--- src/rtl/gradient_orientation.sv ---
// Streams a full gradient image from x/y BRAMs and writes per-pixel |x|+|y| magnitude and octant orientation.
// Optional feature macro: ORIENTATION_THRESHOLD_EN (zeroes pixels whose magnitude is below MAG_THRESHOLD).
module gradient_orientation #(
    parameter int BIT_DEPTH     = 8,
    parameter int WIDTH         = 64,
    parameter int HEIGHT        = 64,
    parameter int MAG_THRESHOLD = 8
) (
    input  logic                                  clk_in,
    input  logic                                  rst_in,
    input  logic                                  start_in,
    output logic [$clog2(WIDTH*HEIGHT)-1:0]       read_addr,
    output logic                                  read_addr_valid,
    input  logic [BIT_DEPTH-1:0]                  x_pixel_in,
    input  logic [BIT_DEPTH-1:0]                  y_pixel_in,
    output logic [$clog2(WIDTH*HEIGHT)-1:0]       write_addr,
    output logic                                  write_valid,
    output logic [BIT_DEPTH-1:0]                  mag_pixel_out,
    output logic [2:0]                            ori_pixel_out,
    output logic                                  done
);
    localparam int AW = $clog2(WIDTH*HEIGHT);
    localparam logic [AW-1:0]        LAST_ADDR = AW'(WIDTH*HEIGHT-1);
    localparam logic [AW-1:0]        ADDR_ONE  = AW'(1);
    localparam logic [BIT_DEPTH:0]   EXT_ONE   = (BIT_DEPTH+1)'(1);

    typedef enum logic [1:0] {IDLE = 2'd0, READ = 2'd1, DRAIN = 2'd2, DONE = 2'd3} state_t;

    state_t              state_r, state_next_s;
    logic                v1_r, v2_r;
    logic [AW-1:0]       a1_r, a2_r;
    logic [BIT_DEPTH:0]  abs_x_s, abs_y_s, sum_s;
    logic [BIT_DEPTH-1:0] mag_s;
    logic [2:0]          ori_s;

    // Magnitude of a two's-complement sample, one bit wider so the most negative value is representable
    function automatic logic [BIT_DEPTH:0] abs_ext(input logic [BIT_DEPTH-1:0] v);
        logic [BIT_DEPTH:0] e;
        e = {v[BIT_DEPTH-1], v};
        if (v[BIT_DEPTH-1]) begin
            return (~e) + EXT_ONE;
        end else begin
            return e;
        end
    endfunction

    // Octant from the signs of x/y and which of |x|,|y| dominates
    function automatic logic [2:0] octant(input logic [BIT_DEPTH-1:0] x, input logic [BIT_DEPTH-1:0] y,
                                          input logic [BIT_DEPTH:0] ax, input logic [BIT_DEPTH:0] ay);
        logic xz, yz, xn, yn;
        xz = (x == '0);
        yz = (y == '0);
        xn = x[BIT_DEPTH-1];
        yn = y[BIT_DEPTH-1];
        if (xz && yz) begin
            return 3'd0;
        end else if (!xn && !xz && !yn) begin
            return (ay < ax) ? 3'd0 : 3'd1;
        end else if ((xn || xz) && !yn && !yz) begin
            return (ay > ax) ? 3'd2 : 3'd3;
        end else if (xn && (yn || yz)) begin
            return (ay < ax) ? 3'd4 : 3'd5;
        end else begin
            return (ay > ax) ? 3'd6 : 3'd7;
        end
    endfunction

    // Per-pixel arithmetic on the BRAM data currently presented
    always_comb begin
        abs_x_s = abs_ext(x_pixel_in);
        abs_y_s = abs_ext(y_pixel_in);
        sum_s   = abs_x_s + abs_y_s;
        if (sum_s[BIT_DEPTH]) begin
            mag_s = '1;
        end else begin
            mag_s = sum_s[BIT_DEPTH-1:0];
        end
        ori_s = octant(x_pixel_in, y_pixel_in, abs_x_s, abs_y_s);
    end

    // Pass sequencing
    always_comb begin
        state_next_s = state_r;
        case (state_r)
            IDLE: begin
                if (start_in) state_next_s = READ;
                else          state_next_s = IDLE;
            end
            READ: begin
                if (read_addr == LAST_ADDR) state_next_s = DRAIN;
                else                        state_next_s = READ;
            end
            DRAIN: begin
                if (write_valid && (write_addr == LAST_ADDR)) state_next_s = DONE;
                else                                          state_next_s = DRAIN;
            end
            DONE:    state_next_s = IDLE;
            default: state_next_s = IDLE;
        endcase
    end

    // State, read address generator and done pulse
    always_ff @(posedge clk_in) begin
        if (rst_in) begin
            state_r         <= IDLE;
            read_addr       <= '0;
            read_addr_valid <= 1'b0;
            done            <= 1'b0;
        end else begin
            state_r <= state_next_s;
            done    <= (state_next_s == DONE);
            if (state_next_s == READ) begin
                read_addr_valid <= 1'b1;
                read_addr       <= (state_r == READ) ? (read_addr + ADDR_ONE) : '0;
            end else begin
                read_addr_valid <= 1'b0;
                read_addr       <= '0;
            end
        end
    end

    // Two-stage address delay matching the BRAM latency, then the registered write port
    always_ff @(posedge clk_in) begin
        if (rst_in) begin
            v1_r          <= 1'b0;
            v2_r          <= 1'b0;
            a1_r          <= '0;
            a2_r          <= '0;
            write_valid   <= 1'b0;
            write_addr    <= '0;
            mag_pixel_out <= '0;
            ori_pixel_out <= 3'd0;
        end else begin
            v1_r <= read_addr_valid;
            v2_r <= v1_r;
            a1_r <= read_addr;
            a2_r <= a1_r;
            if (v2_r) begin
                write_valid <= 1'b1;
                write_addr  <= a2_r;
`ifdef ORIENTATION_THRESHOLD_EN
                if (int'(mag_s) < MAG_THRESHOLD) begin
                    mag_pixel_out <= '0;
                    ori_pixel_out <= 3'd0;
                end else begin
                    mag_pixel_out <= mag_s;
                    ori_pixel_out <= ori_s;
                end
`else
                mag_pixel_out <= mag_s;
                ori_pixel_out <= ori_s;
`endif
            end else begin
                write_valid   <= 1'b0;
                write_addr    <= '0;
                mag_pixel_out <= '0;
                ori_pixel_out <= 3'd0;
            end
        end
    end

endmodule

--- config.mk ---
export PLATFORM = sky130hd
export DESIGN_NAME = gradient_orientation
export DESIGN_NICKNAME = d
export VERILOG_FILES = /design/src/rtl/gradient_orientation.sv
export SDC_FILE = /design/constraint.sdc
export NUM_CORES = 1
export LEC_CHECK = 0
export BUFFER_PORTS_ARGS = -buffer_cell sky130_fd_sc_hd__buf_2
export CORE_MARGIN = 3
export CORE_UTILIZATION = 50
export DETAILED_ROUTE_END_ITERATION = 8
export GPL_ROUTABILITY_DRIVEN = 0
export HOLD_SLACK_MARGIN = 0.05
export PLACE_DENSITY = 0.74
export SYNTH_ARGS = -nofsm -noshare
export SYNTH_HDL_FRONTEND = slang
export SYNTH_SLANG_ARGS = --single-unit
--- constraint.sdc ---
create_clock -name clk_in -period 4.5 [get_ports clk_in]
set_clock_uncertainty 0.1 [all_clocks]
set_input_delay 0.675 -clock clk_in [delete_from_list [all_inputs] [get_ports clk_in]]
set_output_delay 0.675 -clock clk_in [all_outputs]
set_load 0.02 [all_outputs]
==> results of run 1 <==
registers in the layout, indices dropped and copies added (netlist names):
signal           count
read_addr_valid      1
ori_pixel_out        3
write_addr          12
v2_r                 1
a1_r                12
read_addr           12
a2_r                12
done                 1
state_r              2
write_valid          1
v1_r                 1
mag_pixel_out        8
kinds of logic after synthesis:
group	share of synthesized area (%)
and+or+nand+nor	22.1
DFF	46.1
AOI/OAI and AO/OA	10.6
buffers and inverters	3.67
xor gates and xnor gates	7.90
adders and majority gates	9.43
other	0.262
cells in the final DEF, fill, tap and decap left out, drive strengths merged, types with 2 or more instances in the layout:
cell type	count
or4	3
o21ai	10
conb	2
o31ai	2
a21o	2
nand3	5
dfxtp	66
and3	4
clkinv	2
nor4	2
xnor2	17
nand4	2
nor3	2
clkbuf	10
xor2	8
nor2b	27
a21oi	21
ha	20
nand3b	2
o21a	4
inv	23
and2	14
or3	2
nor2	25
nand2	20
nand2b	5
buf	56
cell type report:
cell class,count,share of cell area [%]
Tap cell,70,2.57
Inverter,20,2.20
Timing Repair Buffer,56,8.22
Clock buffer,10,4.04
Sequential cell,66,38.7
Clock inverter,6,2.05
Multi-Input combinational cell,214,42.2
worst reg2reg max path: stages (launching register included):
cell	delay [ns]
dfxtp_1	0.42
ha_1	0.23
and2_1	0.22
nand2_1	0.09
o21ai_1	0.20
or3_1	0.40
nor2_1	0.10
metal layers:
metal / vias up / GRT usage [%] / share of wire (%)
met5: - / 0 / 0
met4: 0 / 8.47 / 2.0
met3: 10 / 4.71 / 6.5
met2: 63 / 25.6 / 40
met1: 902 / 26.2 / 51
li1: 1139 / - / -
synth_stat cells, types with 4 or more instances:
library cell	count
xor2_1	8
xnor2_1	16
nor2b_1	26
o21a_1	4
o21ai_0	9
nand3_1	5
nor2_1	25
inv_1	20
and3_1	4
and2_1	14
dfxtp_1	66
nand2b_1	5
a21oi_1	20
nand2_1	20
clkbuf_1	8
ha_1	20
how the worst max path moves through the flow:
stage / from / endpoint / cells after the start
final: y_pixel_in[0] / mag_pixel_out[2]$_SDFF_PP0_ / 12
after global placement: y_pixel_in[0] / mag_pixel_out[1]$_SDFF_PP0_ / 12
after floorplan: y_pixel_in[0] / mag_pixel_out[0]$_SDFF_PP0_ / 11
after detailed placement: y_pixel_in[0] / mag_pixel_out[0]$_SDFF_PP0_ / 12
after global routing: y_pixel_in[0] / mag_pixel_out[2]$_SDFF_PP0_ / 12
after CTS: y_pixel_in[0] / mag_pixel_out[0]$_SDFF_PP0_ / 12
per-stage QoR:
stage	instance area, sq um	hold slack [ns]	utilization, %	instances
after floorplan	2870	0.306	-	308
after global placement	3200	0.307	60.0	426
after detailed placement	3200	0.312	60.0	426
after CTS	3410	0.325	63.9	442
after global routing	3410	0.343	63.9	442
final	3410	0.325	63.9	442
power groups by stage:
stage               clock network (mW)  registers (mW)  logic [mW]
floorplan                            0           0.611       0.128
global placement                     0           0.606       0.175
detailed placement                   0           0.606       0.177
CTS                              0.521           0.592       0.179
global route                     0.552           0.593       0.204
finish                           0.512           0.592       0.180
==> results.cfg, run 1 <==
[power_and_ir_drop]
p_leak_nw = 1.58
vdd_drop_max_v = 0.000215
switching_share_pct = 26.7
power_switching_mw = 0.342
combPwrFrac_pct = 14.0
p_total_mw = 1.28
p_int_mw = 0.942
clkPwrFrac_pct = 39.9
power_density_nw_per_um2 = 376
power_frac_seq_pct = 46.1

[grt]
grt_pass1_vias = 1947
grt_max_degree = 32
track_usage_pct = 18.3
grt_pass1_wl_microns = 9180
gr-total-overflow = 0
antenna_found_initial = 0

[yosys]
synthCells = 308
netlist_area_sq_um = 2870
yosysTopAreaCellShare_pct = 46.1
synth_edf_count = 0
yosysWarnings = 0
ys_seq_elements = 66
ys_types = 45
synth_top_cell_by_area = dfxtp_1
ys_seq_area_share_pct = 46.1
synth_area_per_cell_sq_um = 9.30
synth_area_leaders = dfxtp_1 (46%), ha_1 (8.7%), nor2b_1 (5.7%)
ys.flop_type = dfxtp_1
syn_nets = 348
async_flop_share_pct = 0

[setup_path]
critPathTopFamily = simple AND/OR/NAND/NOR gates
r2r_end = read_addr[10]$_SDFF_PP0_
crit_arrival_ns = 3.17
critical_path_required_ns = 4.60
cp-end-kind = register
critPathMaxStageDelay_ns = 0.43
r2r_start = read_addr[0]$_SDFF_PP0_
worst-path-max-fanout = 8
startpoint_type = input port
crit_top_cell = ha_1
reg2reg_depth = 6
path_cells = buf_2 -> inv_1 -> ha_1 -> nand2b_1 -> xnor2_1 -> ha_1 -> nor2b_4 -> o31a_1 -> or4_1 -> a21oi_2 -> xnor2_2 -> a21oi_1
worstSetupPathType = input port to register
path_buf_inv = 2
reg2reg_setup_slack_ns = 2.61
crit_slowest_cell = or4_1

[clock_tree]
cts_tree = built
clk_latency_ns = 0.34
clk_pin_slew_worst_paths_ns = 0.07
cts-resized-gates = 0
cts_hold_buf = 0
clk_path_buf_depth = 2
postCtsSetupRepairBufs = 0
ctsHtreeMaxLevel = 3
cts_inserted_buffers = 9
clock_sinks = 66
cts-root-buf = clkbuf_8

[routing]
drt_iter0_drc = 139
ant_nets = 0
drt_drc_violations_left = 0
via_count = 2114
first_pass_iters = 4
detail_route.vias_per_cell = 4.78
wl_per_cell_microns = 12.3
drt-total-wl_microns = 5430

[finish]
n_antenna_cell = 0
final_nets = 407
fillerInstances = 452
final_layout_size_suffix_gt1_share_pct = 20.7
areaGrowthSynthToFinish_pct = 19.0
ff_latch_area_sq_um = 1320
multi_input_area_sq_um = 1440

[sta]
fin_crit_sh_pct = 68.1
worst_pin_slew_ns = 0.572
setup_tns_ns = 0
fin_ws_ns = 1.43
fmax_ghz = 0.326
rsz0062_at_grt = false
slew_violations = 0
setup_viol = 0
slew_headroom_pct = 61.3
hold_viol_final = 0
fin_crit_ns = 3.07

[hold_path]
hp-start = a2_r[1]$_SDFF_PP0_
hold_path_class = register to register
min_to = write_addr[1]$_SDFF_PP0_
holdPathStages = 1

[placement]
dp_slack_ns = 1.08
io_buffer_count = 56
dp_hpwl_microns = 4040

[floorplanning]
dieArea_sq_um = 6670
die_x_microns = 81.7
die_h_microns = 81.7
num_rows = 26
core_sq_um = 5340
io_pins = 57
start_util_pct = 53.7

[outcome]
status = completed

[flow_run]
drv_cap = 0
Power figures use the tool's default switching activity.
==> run 2, diff against run 1 <==
==> constraint.sdc (replaced) <==
create_clock -name clk_in -period 3.1 [get_ports clk_in]
set_clock_uncertainty 0.1 [all_clocks]
set_input_delay 0.465 -clock clk_in [delete_from_list [all_inputs] [get_ports clk_in]]
set_output_delay 0.465 -clock clk_in [all_outputs]
set_load 0.02 [all_outputs]
==> results.cfg, run 2 (synthesis gave the netlist of run 1 again) <==
[outcome]
status = completed

[clock_tree]
cts_hold_buf = 0
clk_path_buf_depth = 2
clk_latency_ns = 0.35
cts-root-buf = clkbuf_8
clk_pin_slew_worst_paths_ns = 0.08
postCtsSetupRepairBufs = 0
ctsHtreeMaxLevel = 3
clock_sinks = 66
cts_inserted_buffers = 9
cts-resized-gates = 0
cts_tree = built

[finish]
areaGrowthSynthToFinish_pct = 20.9
final_layout_size_suffix_gt1_share_pct = 22.2
final_nets = 414
ff_latch_area_sq_um = 1320
multi_input_area_sq_um = 1440
fillerInstances = 473
layout_commonest_cell = dfxtp_1
final_cell_area_sq_um = 3460
n_antenna_cell = 0
final_cell_mix = dfxtp_1 (66), buf_2 (56), nor2b_1 (26)

[grt]
gr-total-overflow = 0
antenna_found_initial = 0
grt_max_degree = 32
grt_pass1_vias = 2045
grt_pass1_wl_microns = 9630
track_usage_pct = 19.3

[routing]
wl_per_cell_microns = 12.7
drt_iter0_drc = 79
drt-total-wl_microns = 5680
first_pass_iters = 4
ant_nets = 0
drt_drc_violations_left = 0
detail_route.vias_per_cell = 4.96
via_count = 2227

[setup_path]
reg2reg_setup_slack_ns = 1.16
crit_top_cell = ha_1
reg2reg_depth = 6
r2r_end = read_addr[2]$_SDFF_PP0_
path_cells = buf_2 -> inv_1 -> ha_1 -> nand2b_1 -> xnor2_1 -> ha_1 -> nor2b_4 -> o31a_1 -> or4_1 -> a21oi_2 -> xnor2_2 -> a21oi_1
worstSetupPathType = input port to register
startpoint_type = input port
path_buf_inv = 2
critPathTopFamily = simple AND/OR/NAND/NOR gates
r2r_start = read_addr[0]$_SDFF_PP0_
cp-end-kind = register
worst-path-max-fanout = 8
critPathMaxStageDelay_ns = 0.44
crit_slowest_cell = or4_1
critical_path_required_ns = 3.21
crit_arrival_ns = 2.93

[sta]
fin_crit_ns = 2.81
hold_viol_final = 0
slew_violations = 0
worst_pin_slew_ns = 0.512
fin_crit_sh_pct = 90.7
fmax_ghz = 0.355
rsz0062_at_grt = false
slew_headroom_pct = 65.6
setup_viol = 0

[hold_path]
holdPathStages = 3
hold_path_class = input port to register
min_to = read_addr_valid$_SDFF_PP0_
hp-start = start_in

[floorplanning]
num_rows = 26
core_sq_um = 5340
dieArea_sq_um = 6670
die_h_microns = 81.7
start_util_pct = 53.7
die_x_microns = 81.7
io_pins = 57

[placement]
dp_hpwl_microns = 4380
io_buffer_count = 56
place_area_sq_um = 3260

[power_and_ir_drop]
vdd_drop_max_v = 0.000390
p_leak_nw = 1.61
power_density_nw_per_um2 = 545
p_total_mw = 1.89

[flow_run]
drv_cap = 0
[run 2: cell types whose count changed in the layout (fill, tap and decap cells not counted), sizes merged]
cell / change
clkbuf: -1
clkinvlp: +2
inv: +1
buf: +7
clkinv: -2
[run 2: worst max-delay path by stage]
stage                        from                           to  slack, ns  depth (start not counted)
floorplan           y_pixel_in[0]  mag_pixel_out[0]$_SDFF_PP0_       0.25                         11
global placement    y_pixel_in[0]  mag_pixel_out[0]$_SDFF_PP0_       0.08                         12
detailed placement  y_pixel_in[0]  mag_pixel_out[0]$_SDFF_PP0_      -0.02                         12
CTS                 x_pixel_in[1]  mag_pixel_out[0]$_SDFF_PP0_       0.32                         12
global route        y_pixel_in[0]  mag_pixel_out[0]$_SDFF_PP0_       0.09                         12
finish              x_pixel_in[1]  mag_pixel_out[0]$_SDFF_PP0_       0.29                         12
[run 2: final cells by class]
type                            count  share of cell area, %
Timing Repair Buffer               63                   9.61
Inverter                           20                   2.17
Clock buffer                        9                   3.58
Clock inverter                      7                   2.46
Sequential cell                    66                   38.1
Tap cell                           70                   2.53
Multi-Input combinational cell    214                   41.5
[run 2: per-stage QoR]
step | setup TNS [ns] | worst slack [ns] | std cells | utilization [%] | hold slack, ns
after floorplan | 0 | 0.249 | 308 | - | 0.306
after global placement | 0 | 0.0751 | 433 | 61.0 | 0.309
after detailed placement | -0.0191 | -0.0156 | 433 | 61.0 | 0.314
after CTS | 0 | 0.318 | 449 | 64.9 | 0.273
after global routing | 0 | 0.0906 | 449 | 64.9 | 0.307
final | 0 | 0.287 | 449 | 64.9 | 0.286
[run 2: layer usage]
layer | share of wire (%) | vias up | GRT usage (%) | wire [microns]
met2 | 42 | 72 | 26.8 | 2370
met4 | 2.4 | 0 | 11.8 | 136
met5 | 0 | - | 0 | 0
met3 | 7.5 | 15 | 5.37 | 425
li1 | - | 1148 | - | -
met1 | 48 | 992 | 26.5 | 2750
[run 2: report_power, final]
group	switching [mW]	internal (mW)
clock network	0.363	0.387
logic	0.158	0.122
registers	0.00403	0.856
[run 2: tightest hold or removal path, delay by kind of cell]
| kind | cells | cell delay [ns] |
|---|---|---|
| AOI/OAI and AO/OA | 1 | 0.06 |
| buffers and inverters | 1 | 0.10 |
| and+or+nand+nor | 1 | 0.05 |
